[config.mk]
export PLATFORM = sky130hd
export DESIGN_NAME = mem_port_arbiter
export DESIGN_NICKNAME = d
export VERILOG_FILES = /design/src/rtl/mem_port_arbiter_pkg.sv /design/src/rtl/arb_starve_cnt.sv /design/src/rtl/mem_port_arbiter.sv
export SDC_FILE = /design/constraint.sdc
export NUM_CORES = 1
export LEC_CHECK = 0
export CAP_MARGIN = 10
export CORE_UTILIZATION = 44
export DETAILED_ROUTE_END_ITERATION = 7
export PLACE_DENSITY = 0.88
export SYNTH_ARGS = -nofsm -noshare
export SYNTH_HDL_FRONTEND = slang
export SYNTH_SLANG_ARGS = --single-unit
[constraint.sdc]
create_clock -name clk_i -period 3.2 [get_ports clk_i]
set_clock_uncertainty 0.2 [all_clocks]
set_input_delay 0.64 -clock clk_i [delete_from_list [all_inputs] [get_ports clk_i]]
set_output_delay 0.64 -clock clk_i [all_outputs]
set_load 0.02 [all_outputs]
[src/rtl/mem_port_arbiter_pkg.sv]
// mem_port_arbiter_pkg: shared types and defaults for the fetch/data memory port arbiter
package mem_port_arbiter_pkg;
  localparam int ADDR_W_DEF = 32;
  localparam int DATA_W_DEF = 32;
  typedef enum logic [1:0] {IDLE, BUSY_I, BUSY_D, RESP} state_t;
  typedef enum logic {GNT_I = 1'b0, GNT_D = 1'b1} gnt_t;
endpackage

[src/rtl/arb_starve_cnt.sv]
// arb_starve_cnt: saturating count of data grants made while a fetch waits
//   clk_i/rst_n : clock, async active-low reset
//   inc / clr   : count one data grant / clear on fetch grant
//   sat_o       : count has reached LIMIT
module arb_starve_cnt #(
  parameter int LIMIT = 4
) (
  input  logic clk_i,
  input  logic rst_n,
  input  logic inc,
  input  logic clr,
  output logic sat_o
);
  logic [3:0] r_cnt;
  assign sat_o = r_cnt == 4'(LIMIT);
  always_ff @(posedge clk_i or negedge rst_n)
    if (!rst_n) r_cnt <= '0;
    else if (clr) r_cnt <= '0;
    else if (inc && !sat_o) r_cnt <= r_cnt + 4'd1;
endmodule

[src/rtl/mem_port_arbiter.sv]
// mem_port_arbiter: shares one single-port memory between a fetch port and a data port
//   i_*  : fetch port (read-only), level request held until i_ack_o
//   d_*  : data port (read/write), level request held until d_ack_o
//   m_*  : memory side, request held stable until m_ready_i
module mem_port_arbiter
  import mem_port_arbiter_pkg::*;
#(
  parameter int ADDR_W       = ADDR_W_DEF,
  parameter int DATA_W       = DATA_W_DEF,
  parameter int STARVE_LIMIT = 4
) (
  input  logic              clk_i,
  input  logic              rst_n,
  input  logic              i_req_i,
  input  logic [ADDR_W-1:0] i_addr_i,
  output logic [DATA_W-1:0] i_rdata_o,
  output logic              i_ack_o,
  input  logic              d_req_i,
  input  logic              d_we_i,
  input  logic [ADDR_W-1:0] d_addr_i,
  input  logic [DATA_W-1:0] d_wdata_i,
  output logic [DATA_W-1:0] d_rdata_o,
  output logic              d_ack_o,
  output logic              m_req_o,
  output logic              m_we_o,
  output logic [ADDR_W-1:0] m_addr_o,
  output logic [DATA_W-1:0] m_wdata_o,
  input  logic [DATA_W-1:0] m_rdata_i,
  input  logic              m_ready_i
);
  state_t r_state;
  logic   w_sat;
  logic   w_any;
  gnt_t   w_gnt;
  // data wins ties unless the fetch has already been passed over STARVE_LIMIT times
  assign w_any = r_state == IDLE && (i_req_i || d_req_i);
  assign w_gnt = (d_req_i && !(i_req_i && w_sat)) ? GNT_D : GNT_I;
  arb_starve_cnt #(.LIMIT(STARVE_LIMIT)) u_starve (
    .clk_i(clk_i),
    .rst_n(rst_n),
    .inc  (w_any && w_gnt == GNT_D && i_req_i),
    .clr  (w_any && w_gnt == GNT_I),
    .sat_o(w_sat)
  );
  always_ff @(posedge clk_i or negedge rst_n) begin
    if (!rst_n) begin
      r_state   <= IDLE;
      i_rdata_o <= '0;
      i_ack_o   <= 1'b0;
      d_rdata_o <= '0;
      d_ack_o   <= 1'b0;
      m_req_o   <= 1'b0;
      m_we_o    <= 1'b0;
      m_addr_o  <= '0;
      m_wdata_o <= '0;
    end else begin
      case (r_state)
        IDLE:
          if (w_any) begin
            r_state   <= w_gnt == GNT_D ? BUSY_D : BUSY_I;
            m_req_o   <= 1'b1;
            m_we_o    <= w_gnt == GNT_D && d_we_i;
            m_addr_o  <= w_gnt == GNT_D ? d_addr_i : i_addr_i;
            m_wdata_o <= w_gnt == GNT_D ? d_wdata_i : '0;
          end
        BUSY_I, BUSY_D:
          if (m_ready_i) begin
            r_state <= RESP;
            m_req_o <= 1'b0;
            m_we_o  <= 1'b0;
            if (r_state == BUSY_I) begin
              i_ack_o   <= 1'b1;
              i_rdata_o <= m_rdata_i;
            end else begin
              d_ack_o <= 1'b1;
              if (!m_we_o) d_rdata_o <= m_rdata_i;
            end
          end
        // one dead cycle so a request still high during its ack is not granted again
        RESP: begin
          r_state <= IDLE;
          i_ack_o <= 1'b0;
          d_ack_o <= 1'b0;
        end
      endcase
    end
  end
endmodule

==> After elaboration in Yosys (flattened, before gate mapping) <==
Cells that the tools add are included.
{ "classes": {"reduce_logical": 23, "eq_ne": 8, "n_bitwise": 3, "n_mux": 20, "addsub": 1} }
{ "ops": {"columns": ["cell", "count"], "rows": [
  ["two-way mux 32 bit", 2],
  ["AND reduction 3 bit", 4],
  ["logical AND 1 bit", 8],
  ["two-way mux 1 bit", 8],
  ["two-way mux 4 bit", 2],
  ["inequality test 2 bit, second input constant", 4],
  ["one-hot mux 1 bit (2 select lines)", 4],
  ["two-way mux 2 bit", 3],
  ["one-hot mux 2 bit (3 select lines)", 1],
  ["nonzero test 2 bit", 3],
  ["adder 4 x 1 -> 4 bit, second input constant", 1],
  ["== test 2 bit, second input constant", 2],
  ["== test 4 x 3 -> 1 bit, second input constant", 1],
  ["AND reduction 2 bit", 2],
  ["AND reduction 4 bit", 1],
  ["NOT 1 bit", 3],
  ["== test 2 x 1 -> 1 bit, second input constant", 1],
  ["zero test 1 bit", 2],
  ["zero test 2 bit", 1],
  ["OR reduction 2 bit", 1],
  ["logical OR 1 bit", 1]
]} }
{ "totals": {"out_inout_bits": 132, "inputBits": 134, "ff_bits": 138, "elab_cells": 65} }

==> Logic depth before layout (Yosys ltp) <==
Gate-level depths: netlist of the first run.
{ "logic_depth": {"depth_word": 10, "mapped_depth": 7, "ltp_nobuf": 5} }

==> Cells and area by module <==
A second synthesis of the first run with hierarchy kept.
{ "unflattened": {"hier_cells": 377, "hier_area_um2": 5507.8} }
{ "modules_own_cells": {"columns": ["mod", "area_each_um2", "instances", "cells_per_inst"], "rows": [
  ["mem_port_arbiter", 5273.8, 1, 353],
  ["arb_starve_cnt", 234.0, 1, 24]
]} }

==> Least setup slack after synthesis of the first run <==
No wires, ideal clock.
{ "synth_path": {"kind": "flip-flop to flip-flop", "startpoint": "register r_state[0]", "endpoint": "register d_rdata_o[0]", "t_arrival_ns": 1.710, "required_ns": 2.875, "path_slack_ns": 1.165, "path_stages_with_launch": 7, "cell_sequence": "dfrtp_1 -> inv_1 -> ha_1 -> buf_2 -> nor3b_2 -> buf_2 -> mux2_2"} }
{ "synth_between": {"elab_chain_cells": 3} }
{ "synth_lines": {"columns": ["item", "line", "rtl"], "rows": [
  ["start, declared", "mem_port_arbiter.sv:31", "state_t r_state;"],
  ["start signal, assigned", "mem_port_arbiter.sv:60", "r_state <= w_gnt == GNT_D ? BUSY_D : BUSY_I;"],
  ["== test 2 x 1 -> 1 bit / == test 2 bit (equally long branches)", "mem_port_arbiter.sv:57, mem_port_arbiter.sv:71", null],
  ["OR reduction 2 bit / NOT 1 bit (equally long branches)", null, null],
  ["AND reduction 4 bit (no source line) (*)", null, null],
  ["end signal, assigned", "mem_port_arbiter.sv:76", "if (!m_we_o) d_rdata_o <= m_rdata_i;"],
  ["end, declared", "mem_port_arbiter.sv:22", "output logic [DATA_W-1:0] d_rdata_o,"]
]} }
Every way passes the cells marked *; elsewhere a longest branch is shown, timed or not.
A chain may end at the register's enable or synchronous reset.

==> Worst setup path after layout of the first run <==
{ "layout_path": {"startpoint": "input i_req_i", "endpoint": "register m_addr_o[30]"} }
{ "layout_between": {"elab_chain_cells": 5} }
{ "layout_lines": {"columns": ["item", "line", "rtl"], "rows": [
  ["start, declared", "mem_port_arbiter.sv:14", "input logic i_req_i,"],
  ["logical AND 1 bit", "mem_port_arbiter.sv:37", "assign w_gnt = (d_req_i && !(i_req_i && w_sat)) ? GNT_D : GNT_I;"],
  ["zero test 1 bit", "mem_port_arbiter.sv:37", null],
  ["logical AND 1 bit", "mem_port_arbiter.sv:37", null],
  ["two-way mux 1 bit", "mem_port_arbiter.sv:37", null],
  ["two-way mux 32 bit", "mem_port_arbiter.sv:63", "m_addr_o <= w_gnt == GNT_D ? d_addr_i : i_addr_i;"],
  ["end signal, assigned", "mem_port_arbiter.sv:63", null],
  ["end, declared", "mem_port_arbiter.sv:26", "output logic [ADDR_W-1:0] m_addr_o,"]
]} }
Parallel ways exist; a longest one is shown, timed or not.

==> out/qor.txt, run 1 <==
Share of layout cells above drive strength 1: 0.169
Synth top area share: 0.629
Slew margin rel.: 0.641
Asr flop ratio synth: 1.00
Antenna viol nets, final: 0
Top cells by area, synth: dfrtp_1, mux2_2, a221o_1, a22o_1, and2_1
CTS tree: built
Critical-path cell list: clkdlybuf4s50_1 -> nand4b_1 -> and3_2 -> buf_12 -> a221o_1
Resized Gates After CTS: 0
Final Setup Violations: 0
Vias in the first global route: 4,488
I/O Buffers: 265
Final hold violations: 0
Worst-Skew Late Latency: 0.40 ns
Placed cell areas: 0.00834 mm^2
RSZ-0062 raised after global routing: no
First-pass GRT wire length: 23,900 um
Cell area after layout: 0.00891 mm^2
WL per Instance: 18.5 um
Max_cap viols: 0
Setup Buffers After CTS: 0
Area leader, netlist: dfrtp_1
Die Y: 114 um
CP Class: input pin to flip-flop
Core Area: 0.0121 mm^2
# clock sinks: 138
DP HPWL: 11,300 um
Initial core utilization: 0.455
Commonest non-fill, non-tap cell in the layout: clkdlybuf4s50_1
Synth Flop Type: dfrtp_1
Register area share after synthesis: 0.629
Status: completed
Max FO, Critical Path: 50
DIE WIDTH: 114 um
Area growth from synthesis to layout: 62.5%
Hold buffers post-CTS: 0
Reg-to-Reg End: d_rdata_o[16]
Lkg Pwr: 3.77 nW
Ports: 266
Clock Tree Root: clkbuf_16
Via density: 5.17
Number of synthesized flops with an enable pin: 0
Slowest CP cell: clkdlybuf4s50_1
Die footprint: 0.0129 mm^2
Crit path launch type: input pin
Post-route DRC: 0
Largest net degree at the start of global routing: 60
R2r worst-path depth: 5
Distinct cells, synth: 31
Longest Clk Path Bufs: 2
Req. time, crit path: 3.28 ns
Slowest stage delay, CP: 0.59 ns
Mapped cell area: 0.00549 mm^2
Reg2Reg Setup Slack: 0.89 ns
Worst Hold Class: input pin to async pin
CP endpoint kind: flip-flop
Commonest non-fill, non-tap cells in the layout: clkdlybuf4s50_1, dfrtp_1, mux2_2, a22o_1
Total GRT Usage: 0.244
Clock transition at the registers of the reported paths: 0.06 ns
Cts bufs inserted: 17
Syn_area_per_cell: 14.7 um^2
Drt pass-1 iters: 4
Power Total: 10.0 mW
Warnings, synthesis: 0
FP Rows: 40
Post-Synthesis Cells: 374
Power density cells: 1120 mW/mm^2
Layout net count: 783
Final WL: 15,300 um
Worst-margin pin slew: 0.539 ns
Syn Nets: 514
#FFs+latches synth: 138
GP Congestion: 0.790
H-tree depth: 4
Layout Utilization: 0.739
Worst Path Arrival: 2.42 ns
Iter 0 DRT Violations: 164
Fin crit share: 0.732
Tmin final: 2.34 ns
N_diodes: 0
Worst setup margin: 0.858 ns
Initial antenna violation count: 0
Setup_tns: 0 ns
Fmax: 0.427 GHz
Pre-CTS WS: 0.462 ns
Via count: 4,259
GRT Residual Overflow: 0
Slew Limit Fails: 0
Worst vdd rail ir drop: 445 uV
R2r startpoint: r_state[0]
==> how the worst max path moves through the flow <==
stage / from / to / cells past startpoint
detailed placement: i_req_i / m_addr_o[15] / 5
global route: r_state[0] / d_rdata_o[9] / 5
finish: i_req_i / m_addr_o[30] / 5
floorplan: r_state[0] / d_rdata_o[0] / 6
CTS: m_we_o / m_we_o / 1
global placement: i_req_i / m_addr_o[11] / 5
==> cells by family after synthesis <==
| group | Yosys count | share of synthesized area |
|---|---|---|
| xor gates and xnor gates | 1 | 0.00160 |
| buffers and inverters | 30 | 0.0301 |
| DFF | 138 | 0.629 |
| muxes | 66 | 0.135 |
| adders and majority gates | 6 | 0.0137 |
| AOI/OAI and AO/OA | 79 | 0.130 |
| and+or+nand+nor | 54 | 0.0600 |
==> synthesized netlist by cell type, types with 2 or more instances <==
cell and n:
dfrtp_1 138, mux2_2 66, a22o_1 36, a221o_1 32, and2_1 32, buf_2 15
nand2_1 8, ha_1 6, inv_1 6, buf_6 4, clkbuf_1 4, nand2b_1 4
o21ai_0 4, nand3_1 2
==> power by group <==
group	internal [mW]	switching [mW]
combinational	2.64	2.35
sequential	2.63	0.484
clock	1.16	0.765
total	6.42	3.60
==> flip-flops by register name (all words and copies together), names as in the netlist <==
register and cells:
i_ack_o 1, m_req_o 1, u_starve.r_cnt 4, m_wdata_o 32
m_addr_o 32, m_we_o 1, d_ack_o 1, r_state 2
i_rdata_o 32, d_rdata_o 32
==> metal layers <==
layer | vias up | global-route usage | routed length (um)
li1 | 1937 | - | -
met1 | 2108 | 0.281 | 5850
met2 | 199 | 0.430 | 7960
met5 | - | 0 | 0
met4 | 0 | 0.0754 | 235
met3 | 15 | 0.0813 | 1220
==> critical path, delay by kind of cell <==
family                 cells  cell delay, ns
buffers and inverters      2            0.83
and+or+nand+nor            2            0.55
AOI/OAI and AO/OA          1            0.38
==> stage by stage <==
stage | instances | hold WS (ns)
after global routing | 824 | 0.0368
final | 824 | 0.00408
after CTS | 824 | 0.0150
after detailed placement | 792 | 0.279
after floorplan | 374 | 0.144
after global placement | 792 | 0.281
==> layout make-up <==
| cell class | instances | area (um^2) |
|---|---|---|
| inverter | 6 | 22.5 |
| sequential | 138 | 3450 |
| timing repair buffer | 274 | 2760 |
| fill | 763 | 3150 |
| tap | 168 | 210 |
| clock buffer | 19 | 433 |
| clock inverter | 13 | 145 |
| multi-input combinational | 206 | 1890 |
No activity file was read; power rests on OpenSTA's default activity.
==> run 2: changes to the inputs <==
Settings changed: CORE_UTILIZATION 44 to 37, PLACE_DENSITY 0.88 to 0.79.
Clock period 3.2 ns to 2 ns, I/O delays scaled along.
==> out/qor.txt, run 2 (synthesized netlist as in run 1, its figures left out) <==
Power density cells: 1740 mW/mm^2 (+55%)
R2r worst-path depth: 6 (+1)
Met1 Wirelength: 6170 um (+5.6%)
Setup_tns: 0 ns (unchanged)
CP delay by family, top: buffers and inverters
Status: completed
Vias in the first global route: 4,438 (-1.1%)
Met3 wire length: 1400 um (+15%)
Area growth from synthesis to layout: 70.0%
Slew margin rel.: 0.793 (+0.152)
WL per Instance: 18.1 um (-2.1%)
Lkg Pwr: 4.62 nW (+23%)
Flop pwr share: 0.306 (-0.004)
FP Rows: 44 (+10%)
DP HPWL: 10,900 um (-3.0%)
CP endpoint kind: output pin
CP bufs+invs: 1 (-1)
Cts bufs inserted: 17 (unchanged)
Crit path launch type: flip-flop
CTS tree: built
GRT Residual Overflow: 0 (unchanged)
Tmin final: 1.96 ns
Max FO, Critical Path: 2 (-96%)
Worst-margin pin slew: 0.311 ns (-0.228 ns)
CP Class: flip-flop to output pin
Max_cap viols: 0 (unchanged)
Die Y: 124 um (+8.9%)
Internal power: 10.4 mW (+63%)
Slowest stage delay, CP: 0.61 ns (+0.02 ns)
Longest Clk Path Bufs: 2 (unchanged)
Total GRT Usage: 0.201 (-0.0429)
Req. time, crit path: 1.40 ns (-1.88 ns)
Slew Limit Fails: 0 (unchanged)
Via density: 5.09 (-1.5%)
Slowest CP cell: clkdlybuf4s50_1
Die footprint: 0.0153 mm^2 (+19%)
NetSw: 5.81 mW (+61%)
Switching Share: 0.357 (-0.00157)
Core Area: 0.0145 mm^2 (+20%)
Ports: 266 (unchanged)
Share of power burned in the clock network: 0.214 (+0.022)
Crit path depth: 1 (-4)
Iter 0 DRT Violations: 151 (-7.9%)
Worst Hold Class: input pin to async pin
Worst vdd rail ir drop: 892 uV (+100%)
Top Metal Used: met4
Combinational fraction of design power: 0.480 (-0.018)
Worst setup margin: 0.0403 ns (-0.818 ns)
First-pass GRT wire length: 22,600 um (-5.1%)
Antenna viol nets, final: 0 (unchanged)
Placed cell count: 823 (+3.9%)
Post-route DRC: 0 (unchanged)
Layout net count: 807 (+3.1%)
Commonest non-fill, non-tap cell in the layout: dfrtp_1
Worst Path Arrival: 1.36 ns (-1.06 ns)
Drt pass-1 iters: 4 (unchanged)
# clock sinks: 138 (unchanged)
GP Congestion: 0.768 (-2.8%)
Initial antenna violation count: 0 (unchanged)
Layout Cells excl Fill: 865 (+5.0%)
Clock Tree Root: clkbuf_16
I/O Buffers: 265 (unchanged)
H-tree depth: 4 (unchanged)
Placed cell areas: 0.00853 mm^2 (+2.3%)
Wire length on met2: 7850 um (-1.4%)
Via count: 4,405 (+3.4%)
Final WL: 15,700 um (+2.8%)
DIE WIDTH: 124 um (+8.9%)
Fin crit share: 0.980
Share of layout cells above drive strength 1: 0.206 (+0.0367)
Largest net degree at the start of global routing: 59 (-1.7%)
Final hold violations: 0 (unchanged)
Pre-CTS WS: -0.206 ns (-0.668 ns)
Worst-Skew Late Latency: 0.42 ns (+0.02 ns)
Fmax: 0.510 GHz
Final Setup Violations: 0 (unchanged)
Clock transition at the registers of the reported paths: 0.06 ns (about the same)
Critical-path cell list: clkdlybuf4s50_1
Initial core utilization: 0.379 (-0.0759)
Commonest non-fill, non-tap cells in the layout: dfrtp_1, clkdlybuf4s50_1, dlygate4sd2_1, mux2_2, dlymetal6s2s_1
Cell area after layout: 0.00933 mm^2 (+4.6%)
==> run 2: changes by cell type in the layout (fill, tap and decap cells not counted), sizes merged, moves of 2 or more <==
| cell | delta |
|---|---|
| buf | +21 |
| bufinv | +3 |
| clkbuf | +4 |
| clkdlybuf4s50 | -128 |
| clkinvlp | -2 |
| dlygate4sd2 | +84 |
| dlymetal6s2s | +44 |
| inv | -2 |
==> run 2: cell type report <==
cell class	instances	area [um^2]
multi-input combinational	206	1910
sequential	138	3450
fill	1081	5150
clock buffer	21	470
tap	184	230
clock inverter	11	190
timing repair buffer	298	3050
inverter	6	22.5
antenna	1	2.50
==> run 2: worst paths after layout <==
check / from / endpoint / slack, ns
max: d_rdata_o[21] / d_rdata_o[21] / 0.04
min: rst_n / i_rdata_o[25] / 0.20
max reg2reg: r_state[0] / d_rdata_o[3] / 0.04
min reg2reg: m_req_o / m_req_o / 0.29
max in group asynchronous: rst_n / d_rdata_o[21] / 0.86
min in group clk_i: m_req_o / m_req_o / 0.29
==> run 2: worst reg2reg max path: stages (launching register included) <==
cell	delay [ns]
dfrtp_1	0.40
inv_2	0.06
ha_2	0.32
nor3b_4	0.19
buf_6	0.17
buf_6	0.16
mux2_2	0.35
==> run 2: metrics by stage <==
step,power (mW),hold WS (ns),utilization
finish,16.2,0.196,0.644
global route,17.1,0.190,0.644
CTS,16.2,0.166,0.628
detailed placement,13.2,0.0398,0.589
global placement,13.0,0.0377,0.589
floorplan,9.22,-0.0956,-
==> run 2: what timing repair did <==
| action | in CTS | in global routing |
|---|---|---|
| pin swaps | 0 | 2 |
| endpoints found under the setup margin | 84 | 120 |
| gates cloned | 0 | 3 |
| resized for setup | 84 | 51 |
| hold endpoints to repair | 138 | 0 |
| hold buffers | 1 | 0 |
| buffers inserted | 0 | 5 |
==> run 2: layer usage <==
layer,up-vias,GRT usage
met1,2175,0.225
met3,20,0.0755
met2,219,0.344
met5,-,0
met4,0,0.0791
li1,1991,-
==> run 2: power groups by stage <==
stage / logic (mW) / registers, mW / clock network [mW]
after floorplan: 2.66 / 6.56 / 0
after detailed placement: 8.22 / 5.02 / 0
after CTS: 7.65 / 4.99 / 3.55
after global routing: 8.31 / 5.14 / 3.68
after global placement: 8.04 / 4.97 / 0
final: 7.80 / 4.97 / 3.48
==> run 3: changes to the inputs <==
Settings changed: CORE_ASPECT_RATIO from default to 1.25, CORE_UTILIZATION 37 to 50, DONT_BUFFER_PORTS from default to 1, PLACE_DENSITY 0.79 to 0.7.
==> out/qor.txt, run 3 <==
Syn_area_per_cell: 14.7 um^2 (unchanged)
Ports: 266 (unchanged)
Synth Flop Type: dfrtp_1
Synth cell count leaders: dfrtp_1, mux2_2, a22o_1
Fraction of synthesized area in multiplexers: 0.135 (unchanged)
DIE WIDTH: 95.7 um (-23%)
Status: aborted with a tool error
Largest family of logic cells by synthesized area: multiplexers
H-tree depth: 4 (unchanged)
Stop err: [ERROR RSZ-0060] Max buffer count reached.
Synth top area share: 0.629 (unchanged)
#FFs+latches synth: 138 (unchanged)
FP Rows: 42 (-4.5%)
Adder-cell share of the synthesized area: 0.0137 (unchanged)
GP Congestion: 0.760 (-1.1%)
Synth Area in Simple Gates: 0.0600 (unchanged)
Placed cell count: 493 (-40%)
Resized Gates After CTS: 2 (-98%)
Clock Tree Root: clkbuf_16
Distinct cells, synth: 31 (unchanged)
DP HPWL: 8220 um (-25%)
Asr flop ratio synth: 1.00 (unchanged)
Mapped cell area: 0.00549 mm^2 (unchanged)
Hold buffers post-CTS: 106 (+105)
Halt Stage: clock tree synthesis
Post-Synthesis Cells: 374 (unchanged)
Die Y: 119 um (-3.8%)
# clock sinks: 138 (unchanged)
Top cells by area, synth: dfrtp_1, mux2_2, a221o_1, a22o_1, and2_1
Warnings, synthesis: 0 (unchanged)
Initial core utilization: 0.517 (+0.138)
Most frequent cell after synthesis: dfrtp_1
Longest Clk Path Bufs: 2 (unchanged)
Register area share after synthesis: 0.629 (unchanged)
XOR/XNOR Fraction of Synth Area: 0.00160 (unchanged)
Area leader, netlist: dfrtp_1
Cts bufs inserted: 17 (unchanged)
Compound-Gate Fraction of Synth Area: 0.130 (unchanged)
Syn Nets: 514 (unchanged)
Number of synthesized flops with an enable pin: 0 (unchanged)
Setup Buffers After CTS: 0 (unchanged)
I/O Buffers: 0 (-100%)
## run 3: kinds of logic after synthesis
family	after synthesis
flip-flops	138
AO/OA/AOI/OAI	79
multiplexers	66
AND/OR/NAND/NOR	54
buffers and inverters	30
adder cells (fa/ha/maj)	6
XOR/XNOR	1
## run 3: per-stage QoR
stage	worst slack (ns)	hold WS (ns)	TNS, ns	area (um^2)
3_5_place_dp	-0.0286	-0.0932	-0.0286	5660
2_1_floorplan	-0.0347	-0.0956	-1.04	5490
3_3_place_gp	0.0684	-0.0931	0	5660
==> run 4: changes to the inputs <==
Settings changed: CORE_ASPECT_RATIO 1.25 to default, CORE_UTILIZATION 50 to 35, PLACE_DENSITY 0.7 to default, PLACE_DENSITY_LB_ADDON from default to 0.15.
Clock period 2 ns to 2.6 ns, I/O delays scaled along.
==> out/qor.txt, run 4 (synthesized netlist as in run 1, its figures left out) <==
Status: complete, but fails checks
Longest Clk Path Bufs: 2 (unchanged)
DP HPWL: 7720 um (-6.1%)
Req. time, crit path: 2.69 ns
Slew Limit Fails: 0
Core Area: 0.0153 mm^2
RSZ-0062 raised after global routing: no
Worst vdd rail ir drop: 500 uV
Slowest CP cell: dfrtp_1
Final Setup Violations: 0
Via count: 3,156
Failing checks: hold timing
N_diodes: 0
Die footprint: 0.0162 mm^2
Worst-Skew Late Latency: 0.41 ns
Area growth from synthesis to layout: 15.2%
Lkg Pwr: 2.74 nW
Total GRT Usage: 0.142
Ports: 266 (unchanged)
GR Layer Usage met1: 0.171
Worst Path Arrival: 2.15 ns
Slew margin rel.: 0.772
Antenna viol nets, final: 0
Initial antenna violation count: 0
I/O Buffers: 0 (unchanged)
DIE WIDTH: 127 um (+33%)
Initial core utilization: 0.360 (-0.157)
Iter 0 DRT Violations: 167
GP Congestion: 0.730 (-3.9%)
CP Class: flip-flop to flip-flop
GRT Residual Overflow: 0
Post-route DRC: 0
Layout net count: 516
Grt peak-use layer: met2
Drt pass-1 iters: 4
Final WL: 11,500 um
Setup Buffers After CTS: 0 (unchanged)
Fin crit share: 0.793
Share of layout cells above drive strength 1: 0.283
Met3 Use GR: 0.0662
Crit path launch type: flip-flop
Clock transition at the registers of the reported paths: 0.06 ns
Fmax: 0.485 GHz
Critical-path cell list: inv_1 -> ha_1 -> nand4b_1 -> and3_2 -> buf_12 -> a221o_1
Setup_tns: 0 ns
WL per Instance: 19.1 um
Via density: 5.26
Vias in the first global route: 3,215
Cts bufs inserted: 17 (unchanged)
Slowest stage delay, CP: 0.42 ns
Tmin final: 2.06 ns
Commonest non-fill, non-tap cells in the layout: dfrtp_1, mux2_2, a22o_1, and2_1, a221o_1
Worst-margin pin slew: 0.343 ns
Filler cells: 1,351
First-pass GRT wire length: 17,200 um
Largest net degree at the start of global routing: 139
CP endpoint kind: flip-flop
H-tree depth: 4 (unchanged)
Max FO, Critical Path: 64
# clock sinks: 138 (unchanged)
WHS: -0.403 ns
Worst Hold Class: input pin to async pin
Resized Gates After CTS: 0 (-2)
Max_cap viols: 0
Final hold violations: 138
Clock Tree Root: clkbuf_16
Die Y: 127 um (+6.8%)
Power density cells: 1600 mW/mm^2
M2 GR Usage: 0.216
Commonest non-fill, non-tap cell in the layout: dfrtp_1
FP Rows: 45 (+7.1%)
CTS tree: built
-- run 4: worst max-delay path: cells and delay by family (launching register included) --
kind / cells / cell delay (ns)
AO/OA/AOI/OAI: 1 / 0.40
adder cells (fa/ha/maj): 1 / 0.18
buffers and inverters: 2 / 0.25
flip-flops: 1 / 0.42
AND/OR/NAND/NOR: 2 / 0.45
-- run 4: per-stage QoR --
step                instance area, um^2   util  setup slack, ns  instances  total power, mW
finish                             6320  0.414            0.538        600             10.1
global route                       6320  0.414            0.439        600             10.7
CTS                                6320  0.414            0.547        600             10.2
detailed placement                 5720  0.375            0.565        568             7.75
global placement                   5720  0.375            0.588        568             7.68
floorplan                          5490      -            0.565        374             7.09
-- run 4: path summary, 6_finish.rpt --
kind / startpoint / endpoint / slack, ns / cells past startpoint
max in group asynchronous: rst_n / u_starve.r_cnt[3] / 2.43 / 0
min in group clk_i: d_wdata_i[28] / m_wdata_o[28] / 0.03 / 1
hold / removal: rst_n / i_rdata_o[22] / -0.40 / 0
hold reg to reg: u_starve.r_cnt[1] / u_starve.r_cnt[1] / 0.35 / 2
setup reg to reg: u_starve.r_cnt[0] / m_addr_o[8] / 0.54 / 6
setup / recovery: u_starve.r_cnt[0] / m_addr_o[8] / 0.54 / 6
-- run 4: final cells by class --
class	count	area, um^2	share of cell area
Sequential cell	138	3450	0.547
Timing Repair Buffer	7	90.1	0.0143
Clock inverter	14	159	0.0251
Multi-Input combinational cell	206	1890	0.299
Tap cell	211	264	0.0418
Clock buffer	18	439	0.0695
Inverter	6	22.5	0.00356
-- run 4: routing by layer --
metal	up-vias	routed length [um]
met5	-	0
met1	1562	4920
met2	191	5180
li1	1393	-
met4	0	188
met3	10	1190
-- run 4: where the power goes --
part           internal (mW)  switching [mW]
logic                   1.43           0.973
registers               3.23            2.05
clock network           1.46           0.962
